$ cat src/rtl/instr_pipeline_pkg.sv
// Shared types and constants for the instruction pipeline sequencer.
package instr_pipeline_pkg;

  typedef enum logic [1:0] {
    ST_RUN    = 2'd0,
    ST_FLUSH  = 2'd1,
    ST_HALTED = 2'd2
  } state_t;

  localparam int DEFAULT_NOP = 0;
  localparam int STAGES_MIN  = 2;
  localparam int STAGES_MAX  = 8;

  function automatic logic stages_ok(input int stages);
    return (stages >= STAGES_MIN) && (stages <= STAGES_MAX);
  endfunction

endpackage

$ cat src/rtl/instr_pipeline_stage_reg.sv
// One pipeline stage: valid bit plus instruction register; reads back NOP when empty.
module pipe_stage_reg #(
  parameter int               WIDTH = 8,
  parameter logic [WIDTH-1:0] NOP   = '0
) (
  input  logic             clk,
  input  logic             rst_n,
  input  logic             load,
  input  logic             hold,
  input  logic             clear,
  input  logic             d_valid,
  input  logic [WIDTH-1:0] d_instr,
  output logic             q_valid,
  output logic [WIDTH-1:0] q_instr
);

  logic             valid_r;
  logic [WIDTH-1:0] instr_r;

  // Stage register: clear beats load, hold blocks load.
  always_ff @(posedge clk or negedge rst_n) begin
    if (!rst_n) begin
      valid_r <= 1'b0;
      instr_r <= NOP;
    end else if (clear) begin
      valid_r <= 1'b0;
      instr_r <= NOP;
    end else if (load && !hold) begin
      valid_r <= d_valid;
      instr_r <= d_valid ? d_instr : NOP;
    end else begin
      valid_r <= valid_r;
      instr_r <= instr_r;
    end
  end

  assign q_valid = valid_r;
  assign q_instr = valid_r ? instr_r : NOP;

endmodule

$ cat src/rtl/instr_pipeline.sv
// Parametrised instruction pipeline sequencer with fetch handshake, hold, flush and sticky halt.
// Optional retire counter enabled by defining INSTR_PIPELINE_RETIRE_COUNT_EN.
module instr_pipeline
  import instr_pipeline_pkg::*;
#(
  parameter int               STAGES    = 2,
  parameter int               WIDTH     = 8,
  parameter int               CNT_WIDTH = 16,
  parameter logic [WIDTH-1:0] NOP       = WIDTH'(DEFAULT_NOP)
) (
  input  logic                    CLK,
  input  logic                    RST_bar,
  input  logic                    IN_VALID,
  input  logic [WIDTH-1:0]        IN_INSTR,
  output logic                    IN_READY,
  input  logic                    HOLD,
  input  logic                    CANCEL,
  input  logic                    HALT_REQ,
  output logic [STAGES*WIDTH-1:0] STAGE_INSTR,
  output logic [STAGES-1:0]       STAGE_VALID,
  output logic                    HALTED,
  output logic [CNT_WIDTH-1:0]    RETIRE_COUNT
);

  if (!stages_ok(STAGES)) begin : g_stages_check
    $error("instr_pipeline: STAGES must be within 2..8");
  end

  state_t state_r;
  state_t state_next_s;

  logic             halt_take_s;
  logic             cancel_take_s;
  logic             advance_s;
  logic             freeze_s;
  logic             accept_s;
  logic             q_valid_s [STAGES];
  logic [WIDTH-1:0] q_instr_s [STAGES];
  logic             d_valid_s [STAGES];
  logic [WIDTH-1:0] d_instr_s [STAGES];

  // Halt is only honoured with a valid instruction in the oldest stage.
  assign halt_take_s   = HALT_REQ && q_valid_s[STAGES-1] && (state_r != ST_HALTED);
  assign cancel_take_s = CANCEL && !halt_take_s && (state_r != ST_HALTED);
  assign advance_s     = !halt_take_s && (state_r != ST_HALTED) && !HOLD && !CANCEL;
  assign freeze_s      = HOLD || halt_take_s || (state_r == ST_HALTED);

  assign IN_READY = RST_bar && (state_r == ST_RUN) && !HOLD && !CANCEL;
  assign accept_s = IN_VALID && IN_READY;
  assign HALTED   = (state_r == ST_HALTED);

  // FSM state register.
  always_ff @(posedge CLK or negedge RST_bar) begin
    if (!RST_bar) begin
      state_r <= ST_RUN;
    end else begin
      state_r <= state_next_s;
    end
  end

  // FSM next-state: halt dominates, flush bubble lasts exactly one cycle.
  always_comb begin
    state_next_s = state_r;
    case (state_r)
      ST_RUN: begin
        if (halt_take_s) begin
          state_next_s = ST_HALTED;
        end else if (CANCEL) begin
          state_next_s = ST_FLUSH;
        end else begin
          state_next_s = ST_RUN;
        end
      end
      ST_FLUSH: begin
        if (halt_take_s) begin
          state_next_s = ST_HALTED;
        end else begin
          state_next_s = ST_RUN;
        end
      end
      ST_HALTED: begin
        state_next_s = ST_HALTED;
      end
      default: begin
        state_next_s = ST_RUN;
      end
    endcase
  end

  for (genvar i = 0; i < STAGES; i++) begin : g_stage
    if (i == 0) begin : g_head
      assign d_valid_s[i] = accept_s;
      assign d_instr_s[i] = IN_INSTR;
    end else begin : g_body
      assign d_valid_s[i] = q_valid_s[i-1];
      assign d_instr_s[i] = q_instr_s[i-1];
    end

    // Cancel clears every stage: the oldest retires and takes in a bubble.
    pipe_stage_reg #(
      .WIDTH (WIDTH),
      .NOP   (NOP)
    ) u_stage (
      .clk     (CLK),
      .rst_n   (RST_bar),
      .load    (advance_s),
      .hold    (freeze_s),
      .clear   (cancel_take_s),
      .d_valid (d_valid_s[i]),
      .d_instr (d_instr_s[i]),
      .q_valid (q_valid_s[i]),
      .q_instr (q_instr_s[i])
    );

    assign STAGE_INSTR[i*WIDTH +: WIDTH] = q_instr_s[i];
    assign STAGE_VALID[i]                = q_valid_s[i];
  end

`ifdef INSTR_PIPELINE_RETIRE_COUNT_EN
  logic                 retire_take_s;
  logic [CNT_WIDTH-1:0] retire_count_r;

  assign retire_take_s = q_valid_s[STAGES-1] && (advance_s || cancel_take_s);

  // Retire counter, wrapping naturally at its width.
  always_ff @(posedge CLK or negedge RST_bar) begin
    if (!RST_bar) begin
      retire_count_r <= {CNT_WIDTH{1'b0}};
    end else if (retire_take_s) begin
      retire_count_r <= retire_count_r + CNT_WIDTH'(1);
    end else begin
      retire_count_r <= retire_count_r;
    end
  end

  assign RETIRE_COUNT = retire_count_r;
`else
  assign RETIRE_COUNT = {CNT_WIDTH{1'b0}};
`endif

endmodule

$ cat config.mk
export PLATFORM = sky130hd
export DESIGN_NAME = instr_pipeline
export DESIGN_NICKNAME = d
export VERILOG_FILES = /design/src/rtl/instr_pipeline_pkg.sv /design/src/rtl/instr_pipeline_stage_reg.sv /design/src/rtl/instr_pipeline.sv
export SDC_FILE = /design/constraint.sdc
export NUM_CORES = 1
export LEC_CHECK = 0
export ABC_CLOCK_PERIOD_IN_PS = 3750
export BUFFER_PORTS_ARGS = -buffer_cell sky130_fd_sc_hd__buf_2
export CORE_MARGIN = 2
export CORE_UTILIZATION = 50
export DETAILED_ROUTE_END_ITERATION = 12
export PLACE_DENSITY = 0.93
export SETUP_SLACK_MARGIN = 0.2
export SLEW_MARGIN = 20
export SYNTH_ARGS = -nofsm -noshare
export SYNTH_HDL_FRONTEND = slang
export SYNTH_SLANG_ARGS = --single-unit
export TNS_END_PERCENT = 100
$ cat constraint.sdc
create_clock -name CLK -period 3.75 [get_ports CLK]
set_input_delay 0.375 -clock CLK [delete_from_list [all_inputs] [get_ports CLK]]
set_output_delay 0.375 -clock CLK [all_outputs]
set_load 0.02 [all_outputs]
# Word level (Yosys, flattened, before mapping)

Index checks and enable logic that the tools add are counted.

Output and inout port bits: 36
Input bits: 14
Flip-flop bits (word level): 20
Logic and storage cells: 44

Mux-type cells: 16
Reductions and logical operators: 20
Eq/ne operators: 3

Operators by type and width:

| operator                                                         | count |
|---|---|
| 8-bit two-way mux                                                | 8 |
| 1-bit logical AND                                                | 12 |
| 2-bit case mux with 3 select lines                               | 1 |
| 1-bit two-way mux                                                | 5 |
| 1-bit zero test                                                  | 4 |
| 2-bit two-way mux                                                | 2 |
| 2-bit by 1-bit == test with 1-bit output (second input constant) | 1 |
| 2-bit == test (second input constant)                            | 1 |
| 2-bit zero test                                                  | 1 |
| 1-bit logical OR                                                 | 2 |
| 2-bit != test (second input constant)                            | 1 |
| 2-bit nonzero test                                               | 1 |

# Logic depth before layout (Yosys ltp)

Gate-level depths: netlist (run 1).

Depth in word-level cells: 9
Depth in mapped cells: 6
Gate-level depth less buffers: 3

# Modules after synthesis

A second synthesis (run 1) with hierarchy kept.

Cells, all modules: 131
Area total of the unflattened synthesis: 1312.5 um^2

By module, submodules not included:

| module         | times used | cells an instance | area an instance (um^2) | sequential area each (um^2) |
|---|---|---|---|---|
| pipe_stage_reg | 2          | 50                | 534.3                   | 225.2 |
| instr_pipeline | 1          | 31                | 244.0                   | 50.0 |

# Least setup slack after synthesis (run 1)

Ideal clock, no wire load.

Path type: reg-to-output
Start: register state_r[1]
End: output HALTED
Path slack: 2.403 ns
Cell stages (with the launch flop): 4
Buffers on the path: 1
Data required time: 3.375 ns
Arrival time: 0.972 ns
Cells stage by stage: dfrtp_1 > or2b_1 > clkbuf_1 > inv_1

Cells in the longest elaborated chain, start to end: 1

RTL lines:

| item                   | line                 | RTL |
|---|---|---|
| start, declared        | instr_pipeline.sv:29 | `state_t state_r;` |
| start signal, assigned | instr_pipeline.sv:57 | `state_r <= state_next_s;` |
| 2-bit == test          | instr_pipeline.sv:50 | `assign HALTED = (state_r == ST_HALTED);` |
| end, declared          | instr_pipeline.sv:21 | `output logic HALTED,` |

No other way between the ends.

# Final worst setup path (run 1)

Start: register g_stage[1].u_stage.valid_r
End: register g_stage[1].u_stage.valid_r

Cells in the longest elaborated chain, start to end: 8
Elaborated cells between the ends (all ways): 14
Those cells by class: 1 x mux; 13 x reduce/logical

RTL lines:

| item                                | line                                       | RTL |
|---|---|---|
| start, declared                     | instr_pipeline_stage_reg.sv:17             | `logic valid_r;` |
| start signal, assigned              | instr_pipeline_stage_reg.sv:29             | `valid_r <= d_valid;` |
| start signal, assigned              | instr_pipeline_stage_reg.sv:32             | `valid_r <= valid_r;` |
| 1-bit logical AND (*) (2 in series) | instr_pipeline.sv:43                       | `assign halt_take_s = HALT_REQ && q_valid_s[STAGES-1] && (state_r != ST_HALTED);` |
| 1-bit zero test                     | instr_pipeline.sv:44, instr_pipeline.sv:45 |  |
| 1-bit logical AND (3 in series)     | instr_pipeline.sv:45                       | `assign advance_s = !halt_take_s && (state_r != ST_HALTED) && !HOLD && !CANCEL;` |
| 1-bit logical AND                   | instr_pipeline_stage_reg.sv:28             | `end else if (load && !hold) begin` |
| 2-bit nonzero test (no line)        | --                                         |  |

Mark *: on every way between the ends. The rest lies on a longest branch, timed or not.
A chain may end at the register's enable or synchronous reset.

==> impl_metrics.json, run 1 <==
{
  "run_status": "finished clean",
  "boundaryPins": 50,
  "finalHoldViolations": 0,
  "p_leak_nw": 0.688,
  "startpoint_type": "flip-flop",
  "rsz0062_at_grt": "false",
  "row_count": 17,
  "detail_route.first_pass.iterations": 4,
  "final_area_um2": 1260,
  "gr-total-overflow": 0,
  "cp.required_ns": 3.95,
  "crit_buf_inv": 0,
  "yosysTopAreaCell": "dfrtp_1",
  "worstReg2RegEnd": "g_stage[1].u_stage.q_valid$_DFFE_PN0P_",
  "synth-compound-area-share": 0.0650,
  "timing.critical_path.arrival_ns": 2.06,
  "critical_path.reg2reg.startpoint": "g_stage[1].u_stage.q_valid$_DFFE_PN0P_",
  "placed_cells_incl_taps": 168,
  "drc": 0,
  "dpl_cell_area_um2": 1230,
  "port_buffers": 33,
  "antenna_found_initial": 0,
  "post_cts.resized_instances": 0,
  "number_of_cts_inserted_buffers": 3,
  "m1WireLength_um": 936,
  "synthDistinctLibCells": 21,
  "largest_family_of_logic_cells_by_synthesized_area": "simple AND/OR/NAND/NOR gates",
  "post_synth_simple_gate_area": 0.216,
  "stdcell_count": 172,
  "antenna-diode-count": 0,
  "cts_tree": "done",
  "yosysWarnings": 0,
  "worst-path-stages": 3,
  "cts-hold-fix-buffers": 0,
  "die-area_um2": 2710,
  "slowest_stage": "dfrtp_1",
  "die-width_um": 52.1,
  "timing.critical_path.slowest_cell_delay_ns": 0.51,
  "htree_num_levels": 1,
  "power_per_cell_area_nw_per_um2": 323,
  "path_max_fanout": 18,
  "grt_first_pass_wirelength_mm": 3.39,
  "initialDrtViolationCount": 19,
  "wl_per_cell_um": 12.8,
  "totalNegativeSetupSlack_ns": 0,
  "report.power.total_mw": 0.409,
  "core-area_um2": 2190,
  "synth.area.mux_share": 0.0910,
  "clock-sinks": 20,
  "post-cts-setup-buffer-count": 0,
  "met3WireLength_um": 147,
  "layout-drive-gt1-share": 0.278,
  "number_of_global_route_vias_before_repair": 756,
  "hold_path.class": "primary input to async pin",
  "clk_path_buf_depth": 2,
  "max_capacitance_violation_total": 0,
  "most_used_cells_in_the_layout_excluding_fill_and_tap_cells": "33 x buf_2, 20 x dfrtp_1, 16 x and2_1, 16 x conb_1",
  "finalSetupViolCount": 0,
  "crit_family": "simple AND/OR/NAND/NOR gates",
  "maxUsedRoutingLayer": "met4",
  "route.final.wire_length_mm": 2.19,
  "fin_worst_skew_ns": 0.00289,
  "syn-instance-count": 116,
  "detail_route.vias_per_cell": 4.92,
  "setup.worst_path.start": "g_stage[1].u_stage.q_valid$_DFFE_PN0P_",
  "postSynthAreaPerCell_um2": 9.96,
  "post-dp-hpwl_mm": 1.61,
  "grt_start_max_net_pins": 23,
  "antenna_left": 0,
  "ys_ff_latch": 20,
  "num_vias": 847,
  "die-height_um": 52.1,
  "period_share": 0.497,
  "final_max_slew_viols": 0,
  "min_period_ns": 1.87,
  "globalRouteTotalUtil": 0.173,
  "vdd_drop_max_mv": 0.182,
  "dr_wl_met2_mm": 1.07,
  "timing.critical_path.to_type": "flip-flop",
  "initial_core_util": 0.527,
  "synthesis.area_um2": 1150,
  "layout.nets": 159,
  "synth-adder-area-share": 0,
  "reg2regPathDepth": 3,
  "criticalPathCategory": "flip-flop to flip-flop",
  "cts_root_buf": "clkbuf_4",
  "insertion_delay_ns": 0.30,
  "clkTransAtPathRegs_ns": 0.11,
  "layout_commonest_cell": "buf_2",
  "synth_top_area_share": 0.433,
  "r2r_setup_slack_ns": 1.88,
  "place.gp.congestion": 0.807,
  "crit_chain": "nand2_1, nand3_2, mux2_4",
  "synthToLayoutAreaGrowth_pct": 9.43,
  "synth-seq-area-share": 0.433,
  "synthXorXnorAreaFrac": 0,
  "synth_top_cells_by_area": "dfrtp_1 43%, buf_4 12%, and2_1 8.7%",
  "fmax_mhz": 536
}
-- registers in the layout (all words and copies together) (netlist names) --
register	flops
state_r	2
g_stage.u_stage.instr_r	16
g_stage.u_stage.q_valid	2
-- worst reg2reg max path, stage by stage (launching register included) --
cell and delay (ns):
dfrtp_1 0.51, nand2_1 0.33, nand3_2 0.47, mux2_4 0.45
-- kinds of logic after synthesis --
kind of cell / after synthesis
AO/OA/AOI/OAI: 9
buffers and inverters: 34
flip-flops: 20
multiplexers: 10
other: 1
AND/OR/NAND/NOR: 42
-- worst max-delay path by stage --
stage / slack (ns) / end
after CTS: 1.90 / g_stage[1].u_stage.q_valid$_DFFE_PN0P_
after global routing: 1.77 / g_stage[1].u_stage.q_valid$_DFFE_PN0P_
after floorplan: 2.40 / HALTED
after global placement: 2.01 / g_stage[1].u_stage.q_valid$_DFFE_PN0P_
after detailed placement: 1.93 / g_stage[1].u_stage.q_valid$_DFFE_PN0P_
final: 1.88 / g_stage[1].u_stage.q_valid$_DFFE_PN0P_
-- per-layer routing --
layer / vias to the layer above / track usage
li1: 410 / -
met1: 390 / 0.227
met2: 42 / 0.287
met3: 5 / 0.0172
met4: 0 / 0.0789
met5: - / 0
-- area by class of cell --
type	count	area (um^2)
clock buffers	4	36.3
fillers	202	927
inverters	10	37.5
multi-input cells	77	489
flip-flops and latches	20	500
well taps	28	35.0
repair buffers	33	165
-- metrics by stage --
stage / util / hold slack (ns) / worst slack, ns
finish: 0.577 / 0.00242 / 1.88
global route: 0.577 / 0.0259 / 1.77
CTS: 0.577 / 0.0136 / 1.90
detailed placement: 0.560 / 0.352 / 1.93
global placement: 0.560 / 0.336 / 2.01
floorplan: - / 0.0794 / 2.40
-- synth_stat cells, drive strengths merged --
master and n:
o2bb2ai 8, dfrtp 20, nand3 1, buf 21
nand4 8, and2b 1, nor3 2, nand2 10
o21ai 1, nand4b 1, and3b 1, mux2i 9
or2b 1, conb 1, mux2 1, inv 10
and2 16, clkbuf 3, nand2b 1
-- power by group --
| part | switching [mW] | leakage, nW | internal (mW) |
|---|---|---|---|
| clock | 0.0677 | 0.0210 | 0.0593 |
| combinational | 0.0403 | 0.390 | 0.0168 |
| sequential | 0.00453 | 0.277 | 0.220 |
| total | 0.113 | 0.688 | 0.296 |
(Power assumes the default switching activity.)
==> inputs of run 2 (changes only) <==
Settings changed: ABC_AREA from default to 1, ABC_CLOCK_PERIOD_IN_PS 3750 to 1600, CORE_UTILIZATION 50 to 42, PLACE_DENSITY 0.93 to 0.84.
Clock period 3.75 ns to 1.6 ns, I/O delays scaled along.
==> run 2 against run 1 <==
  * Die area rose by 16%
  * Largest power group unchanged
  * Cell area up 8.1%
  * Final cell count increased by 26%
==> impl_metrics.json, run 2 <==
{
  "drc": 0,
  "reg2regPathDepth": 6,
  "synth-compound-area-share": 0.0120,
  "totalNegativeSetupSlack_ns": 0,
  "min_period_ns": 1.39,
  "clkTransAtPathRegs_ns": 0.12,
  "die-width_um": 56.2,
  "htree_num_levels": 1,
  "number_of_global_route_vias_before_repair": 804,
  "cts_root_buf": "clkbuf_4",
  "num_vias": 978,
  "ys.flop_type": "dfrtp_1",
  "antenna_found_initial": 0,
  "post-dp-hpwl_mm": 1.58,
  "setup_ws_ns": 0.211,
  "criticalPathCategory": "flip-flop to primary output",
  "synth-edff-count": 0,
  "insertion_delay_ns": 0.31,
  "rsz0062_at_grt": "true",
  "timing.critical_path.slowest_cell_delay_ns": 0.41,
  "seqPwrFrac": 0.575,
  "most_used_cells_in_the_layout_excluding_fill_and_tap_cells": "53 x nand2_1, 32 x buf_2, 22 x inv_1",
  "synthesis.area_um2": 1140,
  "largest_family_of_logic_cells_by_synthesized_area": "simple AND/OR/NAND/NOR gates",
  "row_count": 18,
  "detail_route.first_pass.iterations": 4,
  "cts_tree": "done",
  "fin_worst_skew_ns": 0.00700,
  "p_leak_nw": 0.932,
  "synth-seq-area-share": 0.438,
  "route.final.wire_length_mm": 2.36,
  "yosysTopAreaCell": "dfrtp_1",
  "hold_path_depth": 3,
  "gr-total-overflow": 0,
  "antenna-diode-count": 0,
  "cp.required_ns": 1.44,
  "power_per_cell_area_nw_per_um2": 643,
  "layout.nets": 201,
  "ys_ff_latch": 20,
  "final_max_slew_viols": 0,
  "wl_per_cell_um": 10.9,
  "boundaryPins": 50,
  "postSynthAreaPerCell_um2": 7.83,
  "antenna_left": 0,
  "yosysWarnings": 0,
  "finalHoldViolations": 0,
  "layout-drive-gt1-share": 0.317,
  "p_sw_mw": 0.218,
  "number_of_cts_inserted_buffers": 3,
  "globalRouteTotalUtil": 0.144,
  "initialDrtViolationCount": 23,
  "timing.critical_path.to_type": "primary output",
  "synthDistinctLibCells": 19,
  "grt_start_max_net_pins": 21,
  "synth.area.mux_share": 0,
  "run_status": "finished clean",
  "hold_path.class": "primary input to flip-flop",
  "largest_register_ffs": 16,
  "core-area_um2": 2520,
  "detail_route.vias_per_cell": 4.53,
  "pre_cts_slack_ns": 0.212,
  "startpoint_type": "flip-flop",
  "fmax_mhz": 720,
  "max_flop_register": "g_stage.u_stage.instr_r",
  "crit_chain": "nor2_2, nand2_2, nor2_4, buf_6",
  "p_int_mw": 0.661,
  "r2r_setup_slack_ns": 0.39,
  "synthToLayoutAreaGrowth_pct": 19.5,
  "finalSetupViolCount": 0,
  "max_capacitance_violation_total": 0,
  "period_share": 0.868,
  "path_max_fanout": 2,
  "async_reset_ff_frac": 1.00,
  "synth-adder-area-share": 0,
  "synth_top_area_share": 0.438,
  "syn-instance-count": 146,
  "clock-sinks": 20,
  "slowest_stage": "dfrtp_1",
  "synthXorXnorAreaFrac": 0,
  "die-area_um2": 3160,
  "post_synth_most_frequent_cells": "55 x nand2_1, 22 x inv_1, 20 x dfrtp_1",
  "place.gp.congestion": 0.730,
  "report.power.total_mw": 0.879,
  "combinationalPowerShare": 0.086,
  "post_synth_simple_gate_area": 0.324,
  "port_buffers": 33,
  "initial_core_util": 0.453,
  "grt_first_pass_wirelength_mm": 3.59,
  "power.share.switching": 0.248,
  "yosysMostFrequentCell": "nand2_1",
  "timing.critical_path.arrival_ns": 1.23,
  "layout_commonest_cell": "nand2_1",
  "die-height_um": 56.2,
  "clock_power_share": 0.339,
  "clk_path_buf_depth": 2,
  "synth_top_cells_by_area": "dfrtp_1 44%, nand2_1 18%, buf_4 12%",
  "vdd_drop_max_mv": 0.503
}
==> run 2: cell count changes in the layout (fill, tap and decap cells not counted), moves of 7 or more <==
cell / delta
buf_4: +7
nand4_1: -8
nand3_1: +16
mux2i_1: -9
inv_1: +12
and2_1: -16
o2bb2ai_1: -8
nand2_1: +43
==> run 2: area by class of cell <==
type	count	area, um^2
fill	268	1160
sequential	20	503
multi-input combinational	98	467
timing repair buffer	41	234
inverter	23	88.8
tap	30	37.5
clock buffer	4	36.3
==> run 2: cells by family after synthesis <==
group | after synthesis
AO/OA/AOI/OAI | 2
flip-flops | 20
other | 1
AND/OR/NAND/NOR | 79
buffers and inverters | 44
==> run 2: critical path, delay by kind of cell, from the launching register on <==
kind / cells / cell delay (ns)
buf+inv: 1 / 0.14
flops: 1 / 0.41
simple gates: 3 / 0.37
==> run 2: path summary, 6_finish.rpt <==
path                                                            from                                   endpoint
setup / recovery                                state_r[0]$_DFF_PN0_                                   IN_READY
hold / removal                                           IN_INSTR[2]  g_stage[0].u_stage.instr_r[2]$_DFFE_PN0P_
setup reg to reg                                state_r[1]$_DFF_PN0_  g_stage[0].u_stage.instr_r[6]$_DFFE_PN0P_
hold reg to reg            g_stage[1].u_stage.instr_r[7]$_DFFE_PN0P_  g_stage[1].u_stage.instr_r[7]$_DFFE_PN0P_
max in group asynchronous                                    RST_bar     g_stage[1].u_stage.q_valid$_DFFE_PN0P_
min in group asynchronous                                    RST_bar  g_stage[0].u_stage.instr_r[7]$_DFFE_PN0P_
==> run 2: repair_timing <==
action	4_1_cts	5_1_grt
cloned	0	1
gates resized for setup	3	6
hold buffers	1	0
endpoints found under the hold margin	20	0
pin swaps	1	3
setup buffers	2	4
endpoints found under the setup margin	4	24
==> run 2: layer usage <==
metal	track usage	routed length, um	vias to the layer above
li1	-	-	483
met1	0.190	1000	452
met2	0.215	1150	38
met3	0.0326	148	5
met4	0.0816	53	0
met5	0	0	-
==> run 2: stage by stage <==
stage / cells / utilization / hold slack [ns] / instance area [um^2]
floorplan: 161 / - / -0.136 / 1200
global placement: 204 / 0.493 / 0.146 / 1240
detailed placement: 204 / 0.493 / 0.150 / 1240
CTS: 211 / 0.519 / 0.0737 / 1310
global route: 216 / 0.542 / 0.0678 / 1370
finish: 216 / 0.542 / 0.0719 / 1370
==> run 2: power by group through the flow <==
stage	Combinational, mW	Sequential (mW)	Clock (mW)
2_1_floorplan	0.0719	0.515	0
3_5_place_dp	0.0720	0.515	0
3_3_place_gp	0.0710	0.515	0
5_1_grt	0.0833	0.505	0.312
6_report	0.0759	0.505	0.298
4_1_cts	0.0739	0.505	0.296
==> inputs of run 3 (changes only) <==
Settings changed: BUFFER_PORTS_ARGS -buffer_cell sky130_fd_sc_hd__buf_2 to default, CORE_UTILIZATION 42 to 50, DONT_BUFFER_PORTS from default to 1, PLACE_DENSITY 0.84 to 0.77.
==> run 3 against run 2 <==
  * Final cell count is 14% lower
  * Combinational power shrank 5.5%
  * Non-clock buffer count shrank 27
  * Sequential power about the same
  * Routed wire length down 11%
  * Power shrank 7.6%
  * Core utilization grew 1.9 points
==> impl_metrics.json, run 3 (synthesis gave the netlist of run 2 again) <==
{
  "final_area_um2": 1230,
  "totalNegativeSetupSlack_ns": 0,
  "die-height_um": 51.8,
  "vdd_drop_max_mv": 0.531,
  "most_used_cells_in_the_layout_excluding_fill_and_tap_cells": "54 x nand2_1, 22 x inv_1, 20 x dfrtp_1",
  "antenna_found_initial": 0,
  "power_per_cell_area_nw_per_um2": 661,
  "hold_path.class": "primary input to flip-flop",
  "die-area_um2": 2690,
  "final_max_slew_viols": 0,
  "path_max_fanout": 5,
  "max_flop_register": "g_stage.u_stage.instr_r",
  "dpl_cell_area_um2": 1080,
  "startpoint_type": "flip-flop",
  "die-width_um": 51.8,
  "worst_slew_pin_slew_ns": 0.863,
  "detail_route.vias_per_cell": 4.68,
  "htree_num_levels": 1,
  "criticalPathCategory": "flip-flop to primary output",
  "core-area_um2": 2190,
  "timing.critical_path.to_type": "primary output",
  "layout.nets": 174,
  "insertion_delay_ns": 0.30,
  "crit_chain": "nor2_2, nand2_2, nor2_4",
  "reg2regPathDepth": 6,
  "initial_core_util": 0.522,
  "slowest_stage": "dfrtp_1",
  "gr-total-overflow": 0,
  "fmax_mhz": 755,
  "initialDrtViolationCount": 16,
  "grt_start_max_net_pins": 21,
  "place.gp.congestion": 0.791,
  "globalRouteTotalUtil": 0.180,
  "cp.required_ns": 1.44,
  "layout-drive-gt1-share": 0.127,
  "min_period_ns": 1.32,
  "number_of_global_route_vias_before_repair": 788,
  "timing.critical_path.arrival_ns": 1.16,
  "cts_root_buf": "clkbuf_4",
  "antenna_left": 0,
  "grt_first_pass_wirelength_mm": 3.55,
  "rsz0062_at_grt": "true",
  "clock-sinks": 20,
  "run_status": "finished clean",
  "period_share": 0.827,
  "wl_per_cell_um": 11.3,
  "route.final.wire_length_mm": 2.09,
  "fin_worst_skew_ns": 0.00351,
  "number_of_cts_inserted_buffers": 3,
  "p_leak_nw": 0.794,
  "relSlewSlack": 0.423,
  "max_capacitance_violation_total": 0,
  "finalHoldViolations": 0,
  "clkTransAtPathRegs_ns": 0.10,
  "report.power.total_mw": 0.812,
  "timing.critical_path.slowest_cell_delay_ns": 0.42,
  "antenna-diode-count": 0,
  "row_count": 17,
  "largest_register_ffs": 16,
  "boundaryPins": 50,
  "num_vias": 871,
  "synthToLayoutAreaGrowth_pct": 7.44,
  "hold_path_depth": 2,
  "finalSetupViolCount": 0,
  "port_buffers": 0,
  "cts_tree": "done",
  "post-dp-hpwl_mm": 1.46,
  "layout_commonest_cell": "nand2_1",
  "detail_route.first_pass.iterations": 4,
  "drc": 0,
  "clk_path_buf_depth": 2
}
==> run 3: changes by cell type in the layout (fill, tap and decap cells not counted), sizes merged <==
cell	previous run	this run
clkinv	0	1
buf	40	5
nand3	18	17
clkbuf	4	3
dlygate4sd3	1	9
inv	23	22
nor2	4	5
==> run 3: repair_timing <==
| action | CTS | global route |
|---|---|---|
| pin swaps | 1 | 3 |
| hold buffers | 9 | 0 |
| cloned | 1 | 0 |
| buffers inserted | 0 | 3 |
| setup endpoints to repair | 1 | 6 |
| resized for setup | 2 | 0 |
| hold endpoints to repair | 28 | 0 |
==> run 3: path summary, 6_finish.rpt <==
| path | startpoint | end | slack [ns] |
|---|---|---|---|
| setup reg to reg | state_r[0]$_DFF_PN0_ | g_stage[1].u_stage.instr_r[2]$_DFFE_PN0P_ | 0.41 |
| max in group asynchronous | RST_bar | g_stage[1].u_stage.instr_r[0]$_DFFE_PN0P_ | 0.67 |
| hold reg to reg | g_stage[1].u_stage.instr_r[2]$_DFFE_PN0P_ | g_stage[1].u_stage.instr_r[2]$_DFFE_PN0P_ | 0.50 |
| min in group asynchronous | RST_bar | g_stage[0].u_stage.instr_r[7]$_DFFE_PN0P_ | 0.41 |
| setup / recovery | state_r[1]$_DFF_PN0_ | IN_READY | 0.28 |
| hold / removal | HALT_REQ | state_r[1]$_DFF_PN0_ | 0.02 |
==> run 3: layout make-up <==
type / count / area [um^2]
clock buffer: 3 / 22.5
fill: 212 / 962
inverter: 23 / 87.6
tap: 28 / 35.0
timing repair buffer: 14 / 128
sequential: 20 / 500
multi-input combinational: 98 / 455
==> run 3: critical path, delay by kind of cell, from the launching register on <==
kind	cells	cell delay [ns]
DFF	1	0.42
and+or+nand+nor	3	0.45
==> run 3: where the power goes <==
part	total, mW	internal (mW)	switching [mW]
clock network	0.235	0.0879	0.147
logic	0.0717	0.0173	0.0544
registers	0.505	0.505	0
total	0.812	0.610	0.201
==> run 3: stage by stage <==
step | hold WS, ns | util | worst slack (ns) | cells
2_1_floorplan | -0.136 | - | 0.475 | 161
3_3_place_gp | -0.135 | 0.494 | 0.425 | 170
3_5_place_dp | -0.135 | 0.494 | 0.376 | 170
4_1_cts | 0.0168 | 0.551 | 0.218 | 183
5_1_grt | 0.0271 | 0.561 | 0.196 | 186
6_report | 0.0156 | 0.561 | 0.276 | 186
==> run 3: layer usage <==
| layer | GRT usage | wire length, um | vias to the layer above |
|---|---|---|---|
| met5 | 0 | 0 | - |
| met4 | 0.118 | 57 | 0 |
| met3 | 0.00862 | 73 | 5 |
| met2 | 0.287 | 1060 | 38 |
| met1 | 0.236 | 905 | 399 |
| li1 | - | - | 429 |
